`src/rtl/dmem_ctrl_pkg.sv`:
```
// Shared definitions for the data-memory access controller.
// Contents: access-size encodings, FSM state encoding, latched request
// control fields, and the alignment/size fault check.
package dmem_ctrl_pkg;

    localparam logic [1:0] SZ_BYTE = 2'b00;
    localparam logic [1:0] SZ_HALF = 2'b01;
    localparam logic [1:0] SZ_ILL  = 2'b10;
    localparam logic [1:0] SZ_WORD = 2'b11;

    typedef enum logic [1:0] {
        IDLE   = 2'd0,
        ACCESS = 2'd1,
        DONE   = 2'd2
    } state_e;

    // Control fields captured from the granted requester.
    typedef struct packed {
        logic       we;
        logic [1:0] size;
        logic       sgn;
    } ctl_t;

    // True for the illegal size code or an address not aligned to the size.
    function automatic logic is_misaligned(input logic [1:0] size, input logic [1:0] addr_lo);
        logic bad;
        bad = 1'b0;
        if (size == SZ_ILL) begin
            bad = 1'b1;
        end else if (size == SZ_HALF) begin
            bad = addr_lo[0];
        end else if (size == SZ_WORD) begin
            bad = (addr_lo != 2'b00);
        end
        return bad;
    endfunction

endpackage

```
`src/rtl/dmem_access_ctrl_load_ext.sv`:
```
// dmem_load_ext: zero/sign extension of right-justified load data.
// Ports:
//   raw       in  32  memory read data, zero-filled above the access size
//   size      in   2  access size (byte / half / word)
//   is_signed in   1  replicate the top bit of the accessed field
//   ext       out 32  extended load value
module dmem_load_ext
    import dmem_ctrl_pkg::*;
(
    input  logic [31:0] raw,
    input  logic [1:0]  size,
    input  logic        is_signed,
    output logic [31:0] ext
);

    always_comb begin
        ext = raw;
        case (size)
            SZ_BYTE: ext = {{24{is_signed & raw[7]}}, raw[7:0]};
            SZ_HALF: ext = {{16{is_signed & raw[15]}}, raw[15:0]};
            default: ext = raw;
        endcase
    end

endmodule

```
`src/rtl/dmem_access_ctrl.sv`:
```
// dmem_access_ctrl: two-port round-robin sequencer for a byte-addressed
// data memory. Port 0 is the CPU load/store stage, port 1 the debug/DMA
// loader. Each transaction is IDLE (grant) -> ACCESS (one memory cycle)
// -> DONE (one-cycle ack); faulted requests skip ACCESS.
// Ports:
//   clk, rst                 clock, asynchronous active-high reset
//   mN_req/we/size/signed    request handshake and control, N = 0, 1
//   mN_addr/wdata            request byte address and store data
//   mN_ack/rdata/err         one-cycle completion with load data and fault
//   mem_ena/w/r/select       memory strobes and size, high only in ACCESS
//   mem_addr/wdata           memory address and write data
//   mem_rdata                memory combinational read data
module dmem_access_ctrl
    import dmem_ctrl_pkg::*;
#(
    parameter int unsigned ADDR_W = 8,
    parameter int unsigned DATA_W = 32
) (
    input  logic              clk,
    input  logic              rst,

    input  logic              m0_req,
    input  logic              m0_we,
    input  logic [1:0]        m0_size,
    input  logic              m0_signed,
    input  logic [ADDR_W-1:0] m0_addr,
    input  logic [DATA_W-1:0] m0_wdata,
    output logic              m0_ack,
    output logic [DATA_W-1:0] m0_rdata,
    output logic              m0_err,

    input  logic              m1_req,
    input  logic              m1_we,
    input  logic [1:0]        m1_size,
    input  logic              m1_signed,
    input  logic [ADDR_W-1:0] m1_addr,
    input  logic [DATA_W-1:0] m1_wdata,
    output logic              m1_ack,
    output logic [DATA_W-1:0] m1_rdata,
    output logic              m1_err,

    output logic              mem_ena,
    output logic              mem_w,
    output logic              mem_r,
    output logic [1:0]        mem_select,
    output logic [ADDR_W-1:0] mem_addr,
    output logic [DATA_W-1:0] mem_wdata,
    input  logic [DATA_W-1:0] mem_rdata
);

    state_e            state_q, state_d;
    logic              last_grant_q;
    logic              gnt_q;
    ctl_t              ctl_q;

    logic              any_req;
    logic              sel_port;
    ctl_t              sel_ctl;
    logic [ADDR_W-1:0] sel_addr;
    logic [DATA_W-1:0] sel_wdata;
    logic              fault;
    logic [DATA_W-1:0] ext_data;

    logic              mem_ena_d, mem_w_d, mem_r_d;
    logic [1:0]        mem_select_d;
    logic [ADDR_W-1:0] mem_addr_d;
    logic [DATA_W-1:0] mem_wdata_d;
    logic [1:0]        ack_d;
    logic              err_d;
    logic [DATA_W-1:0] rdata_d;

    // Round-robin selection: on a tie the port that was not granted last wins.
    always_comb begin
        any_req   = m0_req | m1_req;
        sel_port  = 1'b0;
        if (m0_req && m1_req) begin
            sel_port = ~last_grant_q;
        end else if (m1_req) begin
            sel_port = 1'b1;
        end
        sel_ctl   = '0;
        if (sel_port) begin
            sel_ctl.we   = m1_we;
            sel_ctl.size = m1_size;
            sel_ctl.sgn  = m1_signed;
            sel_addr     = m1_addr;
            sel_wdata    = m1_wdata;
        end else begin
            sel_ctl.we   = m0_we;
            sel_ctl.size = m0_size;
            sel_ctl.sgn  = m0_signed;
            sel_addr     = m0_addr;
            sel_wdata    = m0_wdata;
        end
        fault = is_misaligned(sel_ctl.size, sel_addr[1:0]);
    end

    // State register.
    always_ff @(posedge clk or posedge rst) begin
        if (rst) begin
            state_q <= IDLE;
        end else begin
            state_q <= state_d;
        end
    end

    // Next-state logic.
    always_comb begin
        state_d = state_q;
        case (state_q)
            IDLE:    if (any_req) state_d = fault ? DONE : ACCESS;
            ACCESS:  state_d = DONE;
            DONE:    state_d = IDLE;
            default: state_d = IDLE;
        endcase
    end

    // Grant bookkeeping; later changes on the request inputs are ignored.
    always_ff @(posedge clk or posedge rst) begin
        if (rst) begin
            last_grant_q <= 1'b1;
            gnt_q        <= 1'b0;
            ctl_q        <= '0;
        end else if (state_q == IDLE && any_req) begin
            last_grant_q <= sel_port;
            gnt_q        <= sel_port;
            ctl_q        <= sel_ctl;
        end
    end

    dmem_load_ext u_load_ext (
        .raw       (mem_rdata),
        .size      (ctl_q.size),
        .is_signed (ctl_q.sgn),
        .ext       (ext_data)
    );

    // Output logic: values the output registers take at the next edge, so
    // the memory strobes are high exactly while the FSM sits in ACCESS.
    always_comb begin
        mem_ena_d    = 1'b0;
        mem_w_d      = 1'b0;
        mem_r_d      = 1'b0;
        mem_select_d = 2'b00;
        mem_addr_d   = '0;
        mem_wdata_d  = '0;
        ack_d        = 2'b00;
        err_d        = 1'b0;
        rdata_d      = '0;
        case (state_q)
            IDLE: begin
                if (any_req) begin
                    if (fault) begin
                        ack_d[sel_port] = 1'b1;
                        err_d           = 1'b1;
                    end else begin
                        mem_ena_d    = 1'b1;
                        mem_w_d      = sel_ctl.we;
                        mem_r_d      = ~sel_ctl.we;
                        mem_select_d = sel_ctl.size;
                        mem_addr_d   = sel_addr;
                        mem_wdata_d  = sel_wdata;
                    end
                end
            end
            ACCESS: begin
                ack_d[gnt_q] = 1'b1;
                rdata_d      = ctl_q.we ? '0 : ext_data;
            end
            default: ;
        endcase
    end

    // Output registers.
    always_ff @(posedge clk or posedge rst) begin
        if (rst) begin
            mem_ena    <= 1'b0;
            mem_w      <= 1'b0;
            mem_r      <= 1'b0;
            mem_select <= 2'b00;
            mem_addr   <= '0;
            mem_wdata  <= '0;
            m0_ack     <= 1'b0;
            m0_err     <= 1'b0;
            m0_rdata   <= '0;
            m1_ack     <= 1'b0;
            m1_err     <= 1'b0;
            m1_rdata   <= '0;
        end else begin
            mem_ena    <= mem_ena_d;
            mem_w      <= mem_w_d;
            mem_r      <= mem_r_d;
            mem_select <= mem_select_d;
            mem_addr   <= mem_addr_d;
            mem_wdata  <= mem_wdata_d;
            m0_ack     <= ack_d[0];
            m0_err     <= ack_d[0] & err_d;
            m0_rdata   <= ack_d[0] ? rdata_d : '0;
            m1_ack     <= ack_d[1];
            m1_err     <= ack_d[1] & err_d;
            m1_rdata   <= ack_d[1] ? rdata_d : '0;
        end
    end

endmodule
```
`config.mk`:
```
export PLATFORM = sky130hd
export DESIGN_NAME = dmem_access_ctrl
export DESIGN_NICKNAME = d
export VERILOG_FILES = /design/src/rtl/dmem_ctrl_pkg.sv /design/src/rtl/dmem_access_ctrl_load_ext.sv /design/src/rtl/dmem_access_ctrl.sv
export SDC_FILE = /design/constraint.sdc
export NUM_CORES = 1
export LEC_CHECK = 0
export BUFFER_PORTS_ARGS = -buffer_cell sky130_fd_sc_hd__buf_2
export CAP_MARGIN = 20
export CORE_AREA = 2 2 122 100
export DETAILED_ROUTE_END_ITERATION = 7
export DIE_AREA = 0 0 124 102
export PLACE_DENSITY = 0.77
export SLEW_MARGIN = 20
export SYNTH_ARGS = -nofsm -noshare
export SYNTH_HDL_FRONTEND = slang
export SYNTH_SLANG_ARGS = --single-unit
```
`constraint.sdc`:
```
create_clock -name clk -period 3.98 [get_ports clk]
set_input_delay 0.995 -clock clk [delete_from_list [all_inputs] [get_ports clk]]
set_output_delay 0.995 -clock clk [all_outputs]
set_load 0.05 [all_outputs]
```
After elaboration in Yosys (flattened, before gate mapping)
Cells that the tools add are included.
Widths: inputs -> output; s select.
{ "totals": {"reg_bits": 121, "word_cells": 86, "out_inout_bits": 113, "input_bits": 124} }
{ "op_classes": {"n_reduce_logical": 7, "n_mux": 44, "bitwise": 7, "order_cmp": 4, "eq_ne": 6} }
{ "op_table": {"columns": ["cell", "count"], "rows": [
  ["$mux 32", 8],
  ["$pmux 32 s2", 1],
  ["$mux 8", 4],
  ["$mux 1", 19],
  ["$mux 2", 7],
  ["$pmux 2 s2", 2],
  ["$eq 2x1->1 const B", 3],
  ["$and 1x1->1", 4],
  ["$eq 2x2->1 const B", 2],
  ["$logic_and 1x1->1", 4],
  ["$logic_not 2->1", 2],
  ["$lt 1x2->1 const B", 2],
  ["$mux 4", 1],
  ["$demux 1 s1", 2],
  ["$ge 1x1->1 const B", 2],
  ["$ne 2x2->1 const B", 1],
  ["$not 1->1", 2],
  ["$reduce_bool 2->1", 1],
  ["$or 1x1->1", 1]
]} }

Depth between registers and ports, before layout
Gate-level depths: netlist of run 1.
{ "depth": {"word_depth": 11, "mapped_depth": 6, "ltp_nobuf": 4} }

By module
From an unflattened synthesis of run 1, not the netlist that was laid out.
{ "unflattened": {"cells_unflattened": 465, "area_unflattened_um2": 4956.0} }
{ "by_module_without_submodules": {"columns": ["mod", "seq_area_each_um2", "area_per_inst_um2", "instances", "cells_each"], "rows": [
  ["dmem_access_ctrl", 3029.2, 4570.6, 1, 399],
  ["dmem_load_ext", 0.0, 385.4, 1, 66]
]} }

Worst setup path before layout of run 1
No wires, ideal clock.
{ "synth_timing": {"kind": "input port to flip-flop", "from": "in m0_req", "to": "reg m0_rdata[18]", "slack_ns": 1.862, "setup_ns": 0.080, "cell_stages": 5, "arrival_ns": 2.038, "n_path_buf": 1, "t_required_ns": 3.900, "cell_sequence": "or3b_1 > o21a_1 > a31o_2 > buf_6 > nor3_2"} }
{ "synth_between": {"elab_chain_len": 11, "word_cells_on_any_way": 21, "classes_between": "order compare: 2; eq/ne: 3; mux: 12; bitwise: 1; reduce/logical: 3"} }
{ "synth_lines": {"columns": ["element", "line", "text"], "rows": [
  ["start: declaration", "dmem_access_ctrl.sv:22", "input logic m0_req,"],
  ["$logic_and 1x1->1", "dmem_access_ctrl.sv:76", "if (m0_req && m1_req) begin"],
  ["$mux 1", "dmem_access_ctrl.sv:76", null],
  ["$mux 4 / $mux 8 (equally long branches)", "dmem_access_ctrl.sv:82", "if (sel_port) begin"],
  ["$eq 2x2->1 / $reduce_bool 2->1 (equally long branches)", "dmem_ctrl_pkg.sv:32, dmem_ctrl_pkg.sv:33", null],
  ["$mux 1", "dmem_ctrl_pkg.sv:32", "end else if (size == SZ_WORD) begin"],
  ["$mux 1", "dmem_ctrl_pkg.sv:30", "end else if (size == SZ_HALF) begin"],
  ["$mux 1", "dmem_ctrl_pkg.sv:28", "if (size == SZ_ILL) begin"],
  ["$mux 2", "dmem_access_ctrl.sv:153", "if (fault) begin"],
  ["$mux 2 (*)", "dmem_access_ctrl.sv:152", "if (any_req) begin"],
  ["$pmux 2 s2 (*)", "dmem_access_ctrl.sv:150", "case (state_q)"],
  ["$mux 32 (*)", "dmem_access_ctrl.sv:198", "m0_rdata <= ack_d[0] ? rdata_d : '0;"],
  ["end signal: assignment", "dmem_access_ctrl.sv:198", null],
  ["end: declaration", "dmem_access_ctrl.sv:29", "output logic [DATA_W-1:0] m0_rdata,"]
]} }
Mark *: on every way between the ends. The rest lies on a longest branch, timed or not.
A chain may end at the register's enable or synchronous reset.

Final worst setup path of run 1
{ "layout_timing": {"from": "in m0_req", "to": "reg mem_select[1]"} }
{ "layout_between": {"elab_chain_len": 10, "word_cells_on_any_way": 15, "classes_between": "eq/ne: 3; mux: 9; bitwise: 1; reduce/logical: 2"} }
{ "layout_lines": {"columns": ["element", "line", "text"], "rows": [
  ["$logic_and 1x1->1", "dmem_access_ctrl.sv:76", null],
  ["$mux 1", "dmem_access_ctrl.sv:76", null],
  ["$mux 4 / $mux 8 (equally long branches)", "dmem_access_ctrl.sv:82", null],
  ["$eq 2x2->1 / $reduce_bool 2->1 (equally long branches)", "dmem_ctrl_pkg.sv:32, dmem_ctrl_pkg.sv:33", null],
  ["$mux 1", "dmem_ctrl_pkg.sv:32", null],
  ["$mux 1", "dmem_ctrl_pkg.sv:30", null],
  ["$mux 1", "dmem_ctrl_pkg.sv:28", null],
  ["$mux 2", "dmem_access_ctrl.sv:153", null],
  ["$mux 2 (*)", "dmem_access_ctrl.sv:152", null],
  ["$mux 2 (*)", "dmem_access_ctrl.sv:150", null],
  ["net mem_select_d[1]", "dmem_access_ctrl.sv:65", "logic [1:0] mem_select_d;"],
  ["end signal: assignment", "dmem_access_ctrl.sv:193", "mem_select <= mem_select_d;"],
  ["end: declaration", "dmem_access_ctrl.sv:45", "output logic [1:0] mem_select,"]
]} }
The timed path passes the listed nets; every way through them passes the cells marked *.

==> results by group, run 1 <==
Outcome
  • Status: finished clean

Logic synthesis
  • Post-synth top flop: dfrtp_1
  • Yosys Warn Count: 0
  • Synthesized area per cell: 10.7 um^2
  • Post-Synthesis Cells: 428
  • #FFs+latches synth: 121
  • Syn Nets: 552
  • Yosys top cell area share: between 60% and 70%
  • Post-synthesis adder-cell area fraction: 0%
  • FFs w/ async S/R, synth: 100%
  • Compound-cell area share of the yosys netlist: 9.58%
  • Post-Syn Area: between 4000 and 5000 um^2
  • Post-synthesis simple-gate area fraction: about a fifth
  • XOR/XNOR share of the synthesized area: 0%
  • Synth top area cells: dfrtp_1, nand2_1, a21oi_1
  • Largest family of logic cells by synthesized area: simple AND/OR/NAND/NOR gates
  • Post-synth EDFFs: 0
  • Seq/Total Area, Yosys: 66.1%
  • Multiplexer area fraction after synthesis: 0.873%
  • Synth area leader: dfrtp_1
  • Netlist cell types: 34

Setup path
  • Crit start category: input pin
  • CP Max Fanout: 28
  • Critical Path RT: 4.26 ns
  • Critical path type: in2reg
  • Kind of end point of the critical path: flop
  • CP max stage cell: o21ai_4
  • Cells along the critical path: buf_2 -> a21boi_4 -> a221oi_1 -> o21ai_4 -> buf_12 -> nor2_1
  • Worst Path Arrival: 2.55 ns
  • Slowest stage delay, CP: 0.48 ns

STA
  • Slew Limit Fails: 0
  • Slew headroom: 40.0%
  • Worst Clk Skew: between 0.01 and 0.015 ns
  • Setup TNS: 0 ns
  • Worst setup margin: 1.71 ns
  • Final setup viols: 0
  • Fmax: 441 MHz
  • Worst-margin pin slew: 0.900 ns
  • RSZ-0062 raised after global routing: no
  • WHS: roughly 0.55 ns
  • Fin crit share: 57.0%
  • Fin crit period: 2.27 ns
  • Hold Violations, Final: 0

Clock network
  • Sink Count: 121
  • Reg clk slew, reported paths: 0.05 ns
  • Later-pin clock latency in the skew report: 0.41 ns
  • Post-CTS Setup Inserts: 0
  • CTS root buf: clkbuf_16
  • Gates resized, CTS repair: 0
  • CTS tree: done
  • H-Tree Depth: 4
  • Hold buffer count at cts: 0
  • CTS Buf Count: 17
  • Clk buf depth: 2

Floorplan
  • Core area: 11400 um^2
  • I/O pin count: 237
  • Initial Util: 40.3%
  • Die height: 102 um
  • Die Area: 12600 um^2
  • FP Rows: 35
  • Die Wd: 124 um

Global routing
  • GRT Total Usage: 20.1%
  • Vias in the first global route: 3903
  • Gr ovfl total: 0
  • Initial antenna violation count: 1
  • First-pass GRT wire length: 19.1 mm
  • Largest net degree at the start of global routing: 63

Run
  • Max-Cap Viols: 0

Detailed routing
  • Drt first pass iters: 6
  • # DRC: 0
  • Via count: between 3000 and 4000
  • Iteration-0 DRC Markers: 145
  • Wire per inst: between 15 and 20 um
  • Final wirelength: about 12 mm
  • DR vias/cell: 4.81
  • Routed Antenna Nets: 0

Placed design
  • Port-buffer cells: about 240
  • Hpwl dp: between 8 and 9 mm
  • Pre-CTS setup slack: 1.26 ns
  • Dpl cells: 793
  • GP Congestion: 0.767

Layout
  • Post-route insts no fill: 825
  • Net count, final: 788
  • P&R area growth vs syn: 41.3%
  • Number of inserted diodes: 0
  • Filler instances: just under 1000
  • Layout cell share with drive strength beyond 1: 44.5%

Power and ir drop
  • Leak pwr: 3.56 nW
  • Power Density: 598 nW/um^2
  • VDD IR max: 289 uV

Worst hold path
  • Worst hold path type: reg2reg
[area by class of cell]
cell class | count | area [um^2] | share of cell area, %
Multi-Input combinational cell | 274 | 1420 | 21.9
Tap cell | 148 | 185 | 2.86
Sequential cell | 121 | 3030 | 46.7
Clock buffer | 18 | 439 | 6.78
Clock inverter | 14 | 115 | 1.78
Timing Repair Buffer | 244 | 1270 | 19.5
Inverter | 6 | 26.3 | 0.405
[Yosys cell counts (2+ instances only)]
library cell  instances
clkbuf_1             15
nor3_2               14
o21ai_0               9
nor2b_1              19
nand2_1              93
nand2b_1              2
nor3_1               21
nor2_1               42
buf_2                 8
a21oi_1              44
buf_6                 3
dfrtp_1             120
mux2i_1               4
inv_1                 6
o21a_1                9
[worst max-delay path, delay by kind of cell]
| kind | cells | cell delay (ns) |
|---|---|---|
| AO/OA/AOI/OAI | 3 | 1.10 |
| buffers and inverters | 2 | 0.38 |
| AND/OR/NAND/NOR | 1 | 0.06 |
[layout by cell type (no fill, tap or decap), types with 2 or more instances in the layout]
master      instances
buf_2             236
dfrtp_1           120
nand2_1            93
a21oi_1            44
nor2_1             42
nor3_1             21
nor2b_1            19
clkbuf_16          17
nor3_2             14
o21a_1              9
o21ai_0             9
buf_4               6
inv_1               5
inv_6               5
clkinv_4            5
mux2i_1             4
clkinvlp_4          4
nand2b_1            2
buf_12              2
[logic make-up (layout without fill, tap and decap cells)]
family,after synthesis,in the layout
AO/OA/AOI/OAI,74,74
buffers and inverters,33,282
flip-flops,121,121
multiplexers,4,4
AND/OR/NAND/NOR,196,196
[where the power goes]
part / total, mW / switching, mW / internal [mW]
sequential: 1.46 / 0.105 / 1.36
clock: 1.41 / 0.587 / 0.824
combinational: 1.01 / 0.730 / 0.276
total: 3.88 / 1.42 / 2.46
[flip-flops by register name, summed over array words and instances (netlist names)]
| name | cells |
|---|---|
| m0_rdata | 32 |
| m1_rdata | 32 |
| mem_wdata | 32 |
| mem_addr | 8 |
| ctl_q | 4 |
| mem_select | 2 |
| state_q | 2 |
| gnt_q | 1 |
| last_grant_q | 1 |
| m0_ack | 1 |
| m0_err | 1 |
| m1_ack | 1 |
| m1_err | 1 |
| mem_ena | 1 |
| mem_r | 1 |
| mem_w | 1 |
[stage by stage]
stage / total power, mW / util (%) / area (um^2)
finish: 3.88 / 56.9 / 6480
global route: 4.06 / 56.9 / 6480
CTS: 3.93 / 56.9 / 6480
detailed placement: 2.49 / 52.0 / 5930
global placement: 2.47 / 52.0 / 5930
floorplan: 2.21 / - / 4590
[metal layers]
metal	vias to the layer above	global-route usage, %	part of all wire [%]
met3	17	7.81	9.2
met5	-	0	0
met2	191	34.4	49
met1	1881	23.5	40
li1	1877	-	-
met4	0	6.22	1.3
[final timing paths]
| check | startpoint | endpoint | slack [ns] | depth (start not counted) |
|---|---|---|---|---|
| max | m0_req | mem_select[1] | 1.71 | 6 |
| min | ctl_q[3] | ctl_q[3] | 0.55 | 2 |
| max reg2reg | state_q[1] | m1_rdata[20] | 1.96 | 5 |
| min reg2reg | ctl_q[3] | ctl_q[3] | 0.55 | 2 |
| max in group asynchronous | rst | last_grant_q | 2.43 | 3 |
| min in group asynchronous | rst | mem_addr[5] | 0.67 | 2 |
No activity file was read; power rests on OpenSTA's default activity.
==> run 2: changes to the inputs <==
CORE_AREA = 2 2 116 96   (was 2 2 122 100)
DIE_AREA = 0 0 118 98   (was 0 0 124 102)
PLACE_DENSITY = 0.8   (was 0.77)
clock period = 2.1 ns   (was 3.98 ns; I/O delays follow)
==> run 2 against run 1 <==
Net effect:
- die area is 8.6% lower
- sequential power is 88% higher
- clock skew fell by 0.0057 ns
- critical path depth decreased by 1
- non-clock buffer count is 3 higher
- clock power is 130% higher
- sequential share of layout area shrank 1.2 points
- utilization grew 6.4 points
- combinational power increased by 100%
- routed wire length decreased by 2.1%
- clock-buffer cell count is 3 higher
- critical endpoint is now mem_wdata[7]
==> results by group, run 2 (synthesis results as in run 1) <==
Outcome
  • Status: finished clean

Clock network
  • Hold buffer count at cts: 0 (unchanged)
  • Clk buf depth: 2 (unchanged)
  • Gates resized, CTS repair: 0 (unchanged)
  • Post-CTS Setup Inserts: 0 (unchanged)
  • H-Tree Depth: 4 (unchanged)
  • CTS Buf Count: 17 (unchanged)
  • CTS tree: done
  • Sink Count: 121 (unchanged)
  • Reg clk slew, reported paths: 0.06 ns (about the same)
  • Later-pin clock latency in the skew report: 0.40 ns (about the same)
  • CTS root buf: clkbuf_16

Detailed routing
  • Drt first pass iters: 4 (-2)
  • DR vias/cell: 4.84 (+0.60%)
  • Iteration-0 DRC Markers: 225 (+55%)
  • Routed Antenna Nets: 0 (unchanged)
  • Via count: 3985 (+0.48%)
  • Final wirelength: 12.2 mm (-2.1%)
  • # DRC: 0 (unchanged)
  • Wire per inst: 14.8 um (-1.9%)

STA
  • Slew Limit Fails: 0 (unchanged)
  • Setup TNS: 0 ns (unchanged)
  • Hold Violations, Final: 0 (unchanged)
  • Worst setup margin: 0.305 ns (-1.41 ns)
  • Worst Clk Skew: 0.00556 ns (-0.00572 ns)
  • Final setup viols: 0 (unchanged)
  • Slew headroom: 55.2% (+15 points)
  • Fin crit period: about 1.8 ns
  • Fin crit share: a little under nine tenths
  • Worst-margin pin slew: 0.668 ns (-0.232 ns)
  • Fmax: 557 MHz
  • WHS: 0.315 ns (-0.237 ns)
  • RSZ-0062 raised after global routing: no

Global routing
  • Gr ovfl total: 0 (unchanged)
  • Vias in the first global route: 3985 (+2.1%)
  • GRT Total Usage: 21.9% (+1.8 points)
  • First-pass GRT wire length: 19.7 mm (+3.5%)
  • Initial antenna violation count: 0 (-1)
  • Largest net degree at the start of global routing: 122 (+94%)

Setup path
  • Reg2Reg Depth: 5 (unchanged)
  • CP Max Fanout: 24 (-14%)
  • Critical Path RT: 2.38 ns (-1.88 ns)
  • R2R Path Start: last_grant_q
  • Cells along the critical path: a21bo_2 -> a221oi_2 -> o21ai_4 -> buf_16 -> a21oi_1
  • CP max stage cell: dfstp_2
  • Crit start category: flop
  • Worst Path Buf+Inv: 1 (-1)
  • Worst Path Arrival: 2.08 ns (-0.47 ns)
  • Crit path max-delay family: compound AO/OA/AOI/OAI gates
  • Reg-to-Reg End: mem_wdata[7]
  • Critical path type: reg2reg
  • Slowest stage delay, CP: 0.57 ns (+0.09 ns)
  • R2R setup slack: 0.31 ns (-1.65 ns)
  • Kind of end point of the critical path: flop

Placed design
  • GP Congestion: 0.842 (+9.8%)
  • Pre-CTS setup slack: -0.0208 ns (-1.28 ns)
  • Port-buffer cells: 236 (unchanged)
  • Hpwl dp: 8.48 mm (-5.3%)

Layout
  • Net count, final: 791 (+0.38%)
  • Most common cell after layout, fill and taps aside: buf_2
  • Largest regs: m0_rdata x32, m1_rdata x32, mem_wdata x32
  • Layout cell share with drive strength beyond 1: 44.7% (+0.25 points)
  • Number of inserted diodes: 0 (unchanged)
  • P&R area growth vs syn: 45.0%
  • Filler instances: 843 (-15%)
  • Most frequent cells in the layout: buf_2, dfrtp_1, nand2_1

Power and ir drop
  • Pint: 5.39 mW (+120%)
  • Sw Ratio: 32.5% (-4.2 points)
  • Power Density: 1200 nW/um^2 (+100%)
  • Sequential power share: 34.3% (-3.4 points)
  • NetSw: 2.59 mW (+82%)
  • VDD IR max: 805 uV (+180%)
  • Clock share of power: 40.4% (+4.0 points)
  • Leak pwr: 3.65 nW (+2.4%)
  • Combinational fraction of design power: 25.2% (-0.7 points)

Worst hold path
  • Worst hold path type: in2async

Floorplan
  • Initial Util: 43.6% (+3.4 points)
  • Die Area: 11600 um^2 (-8.6%)
  • Die Wd: 118 um (-4.8%)
  • Core area: 10500 um^2 (-7.7%)
  • I/O pin count: 237 (unchanged)
  • Die height: 98 um (-3.9%)
  • FP Rows: 34 (-2.9%)

Run
  • Max-Cap Viols: 0 (unchanged)
-- run 2: cell types whose count changed in the layout (fill, tap and decap cells not counted), sizes merged --
cell and change:
clkbuf +3, bufinv +5, clkinv -3, buf +3, inv -5
-- run 2: layer usage --
| metal | GRT usage, % | vias to the layer above | wire, um | share of wire [%] |
|---|---|---|---|---|
| li1 | - | 1878 | - | - |
| met3 | 6.31 | 18 | 851 | 7.0 |
| met5 | 0 | - | 0 | 0 |
| met2 | 37.3 | 187 | 6260 | 51 |
| met1 | 26.9 | 1902 | 4890 | 40 |
| met4 | 7.41 | 0 | 184 | 1.5 |
-- run 2: per-stage QoR --
stage	power, mW	cell area [um^2]	cells	utilization (%)
2_1_floorplan	4.18	4590	428	-
3_3_place_gp	4.73	5950	791	56.6
3_5_place_dp	4.78	5950	791	56.6
4_1_cts	8.04	6620	823	63.0
5_1_grt	8.35	6650	824	63.3
6_report	7.98	6650	824	63.3
-- run 2: worst max path at each step --
stage | startpoint | end | cells after the start
after floorplan | rst | ctl_q[0] | 1
after global placement | m1_req | mem_w | 5
after CTS | last_grant_q | mem_addr[2] | 4
final | last_grant_q | mem_wdata[7] | 5
after global routing | last_grant_q | mem_wdata[7] | 5
after detailed placement | m1_req | mem_addr[2] | 5
-- run 2: area by class of cell --
cell class,count,area (um^2),share of cell area (%)
clock buffers,21,480,7.23
well taps,144,180,2.71
repair buffers,247,1320,19.9
clock inverters,11,191,2.88
multi-input cells,274,1420,21.3
flip-flops and latches,121,3030,45.6
inverters,6,26.3,0.395
-- run 2: worst register-to-register path: stages (launching register included) --
cell and delay [ns]:
dfstp_2 0.57, a21bo_2 0.17, a221oi_2 0.06, o21ai_4 0.57, buf_16 0.24, a21oi_1 0.07
-- run 2: power by group through the flow --
stage               clock network (mW)  registers [mW]  logic (mW)
finish                            3.23            2.74        2.02
detailed placement                   0            2.78        2.00
CTS                               3.29            2.74        2.01
global route                      3.40            2.77        2.18
floorplan                            0            3.29       0.895
global placement                     0            2.76        1.97
